==> src/rtl/ieee_conv_arbiter.sv <==
// Round-robin arbiter/sequencer sharing one combinational IEEE converter between two requesters.
// Optional macro IEEE_ARB_ZERO_BYPASS_EN: all-zero operands skip the converter wait.
module ieee_conv_arbiter #(
  parameter int CONV_CYCLES = 2
) (
  input  logic        clk,
  input  logic        rst,
  input  logic        req0_valid,
  output logic        req0_ready,
  input  logic [4:0]  req0_a,
  input  logic [4:0]  req0_b,
  input  logic        req1_valid,
  output logic        req1_ready,
  input  logic [4:0]  req1_a,
  input  logic [4:0]  req1_b,
  output logic [4:0]  conv_in1,
  output logic [4:0]  conv_in2,
  input  logic [31:0] conv_out,
  output logic        rsp_valid,
  input  logic        rsp_ready,
  output logic        rsp_id,
  output logic [31:0] rsp_data,
  output logic        busy
);
  localparam logic [1:0] IDLE = 2'd0;
  localparam logic [1:0] CONV = 2'd1;
  localparam logic [1:0] RESP = 2'd2;

  logic [1:0] state;
  logic       ptr;
  logic [3:0] cnt;
  logic       grant_any;
  logic       grant_id;
  logic [4:0] win_a;
  logic [4:0] win_b;
  logic       zero_ops;

  // Ready is gated by rst so nothing reads as accepted while reset is held.
  always_comb begin
    grant_any = 1'b0;
    grant_id  = 1'b0;
    if (state == IDLE && !rst) begin
      if (req0_valid && req1_valid) begin
        grant_any = 1'b1;
        grant_id  = ptr;
      end else if (req0_valid) begin
        grant_any = 1'b1;
        grant_id  = 1'b0;
      end else if (req1_valid) begin
        grant_any = 1'b1;
        grant_id  = 1'b1;
      end
    end
  end

  assign req0_ready = grant_any && !grant_id;
  assign req1_ready = grant_any && grant_id;
  assign win_a      = grant_id ? req1_a : req0_a;
  assign win_b      = grant_id ? req1_b : req0_b;
  assign busy       = (state != IDLE);

`ifdef IEEE_ARB_ZERO_BYPASS_EN
  assign zero_ops = (win_a == 5'd0) && (win_b == 5'd0);
`else
  assign zero_ops = 1'b0;
`endif

  always_ff @(posedge clk or posedge rst) begin
    if (rst) begin
      state     <= IDLE;
      ptr       <= 1'b0;
      cnt       <= 4'd0;
      conv_in1  <= 5'd0;
      conv_in2  <= 5'd0;
      rsp_valid <= 1'b0;
      rsp_id    <= 1'b0;
      rsp_data  <= 32'd0;
    end else begin
      case (state)
        IDLE: begin
          if (grant_any) begin
            conv_in1 <= win_a;
            conv_in2 <= win_b;
            rsp_id   <= grant_id;
            if (zero_ops) begin
              rsp_data  <= 32'd0;
              rsp_valid <= 1'b1;
              cnt       <= 4'd0;
              state     <= RESP;
            end else begin
              cnt   <= 4'(CONV_CYCLES);
              state <= CONV;
            end
          end
        end
        CONV: begin
          // The accept edge counts as the first settle cycle, so capture happens at cnt==1.
          if (cnt == 4'd1) begin
            rsp_data  <= conv_out;
            rsp_valid <= 1'b1;
            cnt       <= 4'd0;
            state     <= RESP;
          end else begin
            cnt <= cnt - 4'd1;
          end
        end
        RESP: begin
          if (rsp_ready) begin
            rsp_valid <= 1'b0;
            ptr       <= ~rsp_id;
            state     <= IDLE;
          end
        end
        default: state <= IDLE;
      endcase
    end
  end
endmodule

==> config.mk <==
export PLATFORM = sky130hd
export DESIGN_NAME = ieee_conv_arbiter
export DESIGN_NICKNAME = d
export VERILOG_FILES = /design/src/rtl/ieee_conv_arbiter.sv
export SDC_FILE = /design/constraint.sdc
export NUM_CORES = 1
export LEC_CHECK = 0
export ABC_AREA = 1
export ABC_CLOCK_PERIOD_IN_PS = 2150
export BUFFER_PORTS_ARGS = -buffer_cell sky130_fd_sc_hd__buf_2
export CAP_MARGIN = 20
export CORE_MARGIN = 2
export CORE_UTILIZATION = 40
export CTS_BUF_LIST = sky130_fd_sc_hd__clkbuf_4 sky130_fd_sc_hd__clkbuf_8
export CTS_CLUSTER_DIAMETER = 120
export DETAILED_ROUTE_END_ITERATION = 8
export PLACE_DENSITY = 0.7
export SETUP_SLACK_MARGIN = 0.2
export SYNTH_ARGS = -nofsm -noshare
export SYNTH_HDL_FRONTEND = slang
export SYNTH_SLANG_ARGS = --single-unit
==> constraint.sdc <==
create_clock -name clk -period 2.15 [get_ports clk]
set_input_delay 0.1075 -clock clk [delete_from_list [all_inputs] [get_ports clk]]
set_output_delay 0.1075 -clock clk [all_outputs]
set_load 0.02 [all_outputs]
==> out/results.tsv <==
stage	metric	value	unit
global_routing	grt_pass1_wl	8460	um
synthesis	synth_top_area_share	56.1	%
clocking	clk_pin_slew	90	ps
floorplan	dieWidth	79.4	um
synthesis	yosysTopAreaCell	dfrtp_1	
worst_setup_path	cp-end-kind	output pin	
global_routing	grt_pass1_vias	1951	
timing	clock-skew-final	10.8	ps
synthesis	synth_area_leaders	dfrtp_1 56%, nand2_1 15%, nand3_1 15%	
synthesis	ys_seq_area_share	56.1	%
detailed_routing	initialDrtViolationCount	95	
clocking	cts_tree	yes	
clocking	cts_hold_buf	0	
detailed_routing	vias_per_cell	4.77	
timing	slew_headroom	58.1	%
detailed_routing	wl	5120	um
synthesis	synth.distinct_cells	20	
clocking	cts_sinks	51	
clocking	clockBufferDepth	2	
status	status	completed	
flow_run	maxCapViolCount	0	
place	io_buffers	103	
timing	rsz0062_at_grt	no	
detailed_routing	ant_nets	0	
worst_setup_path	max_stage_delay	450	ps
floorplan	row_count	27	
detailed_routing	vias	2057	
final_layout	layout.nets	418	
clocking	cts.htree.levels	2	
synthesis	syn-instance-count	255	
synthesis	syn_avg_cell_area	8.92	um2
place	gp_congestion	0.764	
synthesis	synth_area	2270	um2
clocking	post_cts_buffers	0	
synthesis	syn_nets	314	
clocking	cts_root_buf	clkbuf_8	
clocking	cts_resized	0	
place	post-dp-hpwl	3680	um
clocking	cts_made_buffers	5	
worst_setup_path	cpMostUsedCell	nand2_2	
floorplan	ioPinCount	104	
final_layout	antenna_cells	0	
detailed_routing	routedWlPerCell	11.9	um
timing	setup_violations	0	
floorplan	coreArea	5510	um2
clocking	clk_latency	300	ps
pwr	leakagePower	0.00165	uW
timing	min_period	1670	ps
pwr	max-vdd-ir-drop	0.678	mV
worst_setup_path	path_cells	inv_2 > nand2_2 > nor2_4 > nand2_2 > inv_1 > nor2_1 > buf_2	
timing	hold_viol	0	
final_layout	final_util	53.1	%
worst_setup_path	crit_type	flip-flop to output pin	
timing	period_share	77.7	%
global_routing	grtUsageTotal	16.9	%
timing	tightestPinTransition	628	ps
worst_setup_path	cp.required	2040	ps
final_layout	drive_above_1_share	36.8	%
worst_setup_path	cpMaxStageDelayCell	dfrtp_1	
floorplan	start_util	41.3	%
worst_setup_path	startpoint_type	flip-flop	
timing	report.final.slew_viol_count	0	
floorplan	dieArea	6300	um2
pwr	powerDensity	1560	nW/um2
worst_setup_path	critical_path_arrival	1560	ps
timing	tns	0	ps
final_layout	area_growth	28.6	%
hold_path	worstHoldPathType	input pin to async pin	
global_routing	overflow	0	
detailed_routing	first_pass_iters	4	
global_routing	grt_max_degree	52	
global_routing	antenna_found_initial	0	
synthesis	yosysWarnings	0	
floorplan	fp.dieH	79.4	um
detailed_routing	drc	0	
synthesis	synth-seq-cells	51	
worst_setup_path	critical_path.max_fanout	12	
timing	clock.fmax	599	MHz
-- stage by stage --
stage | hold slack [ps] | total power, uW | instances | setup slack (ps) | instance area [um2]
5_1_grt | 19.3 | 4940 | 431 | 380 | 2920
4_1_cts | 5.25 | 4610 | 429 | 332 | 2910
6_report | 2.69 | 4570 | 431 | 480 | 2920
2_1_floorplan | 194 | 3290 | 255 | 279 | 2270
3_5_place_dp | 335 | 3960 | 422 | 676 | 2800
3_3_place_gp | 320 | 3910 | 422 | 704 | 2800
-- critical path, delay by kind of cell, from the launching register on --
kind                   cells  cell delay [ps]
buffers and inverters      3              350
flip-flops                 1              450
AND/OR/NAND/NOR            4              460
-- cell usage after synthesis --
master,instances
nand2_4,2
o21ai_0,1
inv_2,4
buf_2,1
ha_1,2
nor2_1,5
nand2_1,89
o31ai_1,1
nand2_2,3
nand3_1,66
inv_1,7
dfrtp_1,51
nor2_4,3
nor2_2,1
o21ai_1,4
buf_6,5
nand4_1,1
or2_2,1
a21boi_1,1
buf_4,7
-- power by group --
part | total (uW) | switching (uW) | leakage [uW] | internal (uW)
clock network | 645 | 291 | 0.0000547 | 354
registers | 1700 | 260 | 0.000617 | 1440
logic | 2230 | 1500 | 0.000977 | 734
-- sequential cells by signal (all words and copies together) (netlist names) --
| name | flops |
|---|---|
| cnt | 4 |
| rsp_valid | 1 |
| conv_in2 | 5 |
| rsp_data | 32 |
| rsp_id | 1 |
| conv_in1 | 5 |
| state | 2 |
| ptr | 1 |
-- final cells by class --
type                            count  area [um2]
Fill cell                         526        2580
Sequential cell                    51        1280
Multi-Input combinational cell    180         842
Timing Repair Buffer              110         568
Tap cell                           72        90.1
Clock buffer                        6        76.3
Inverter                           11        41.3
Clock inverter                      1        30.0
-- path summary, 6_finish.rpt --
kind,startpoint,to,slack [ps],depth (start not counted)
worst max register to register,cnt[1],cnt[3],730,8
worst min-delay path,rst,state[1],3,3
min in group clk,rsp_ready,state[1],0,2
worst max-delay path,state[1],req0_ready,480,7
worst min register to register,rsp_data[23],rsp_data[23],470,2
max in group asynchronous,rst,rsp_data[15],1710,3
-- per-layer routing --
| metal | share of wire, % | global-route usage [%] |
|---|---|---|
| met1 | 45 | 19.9 |
| met2 | 46 | 30.9 |
| met3 | 7.5 | 3.96 |
| met4 | 0.94 | 4.14 |
| met5 | 0 | 0 |
-- cell families (layout without fill, tap and decap cells) --
logic type,Yosys count,after routing,synth area share (%)
AO/OA/AOI/OAI,7,7,1.76
AND/OR/NAND/NOR,171,171,34.2
adder cells (fa/ha/maj),2,2,1.10
flip-flops,51,51,56.1
buffers and inverters,24,128,6.82
-- cells in the final DEF, fill, tap and decap left out, drive strengths merged, types with 2 or more instances in the layout --
| cell type | count |
|---|---|
| clkbuf | 6 |
| dfrtp | 51 |
| nand2 | 94 |
| nor2 | 9 |
| ha | 2 |
| o21ai | 5 |
| buf | 110 |
| nand3 | 66 |
| inv | 11 |
Power figures use the tool's default switching activity.
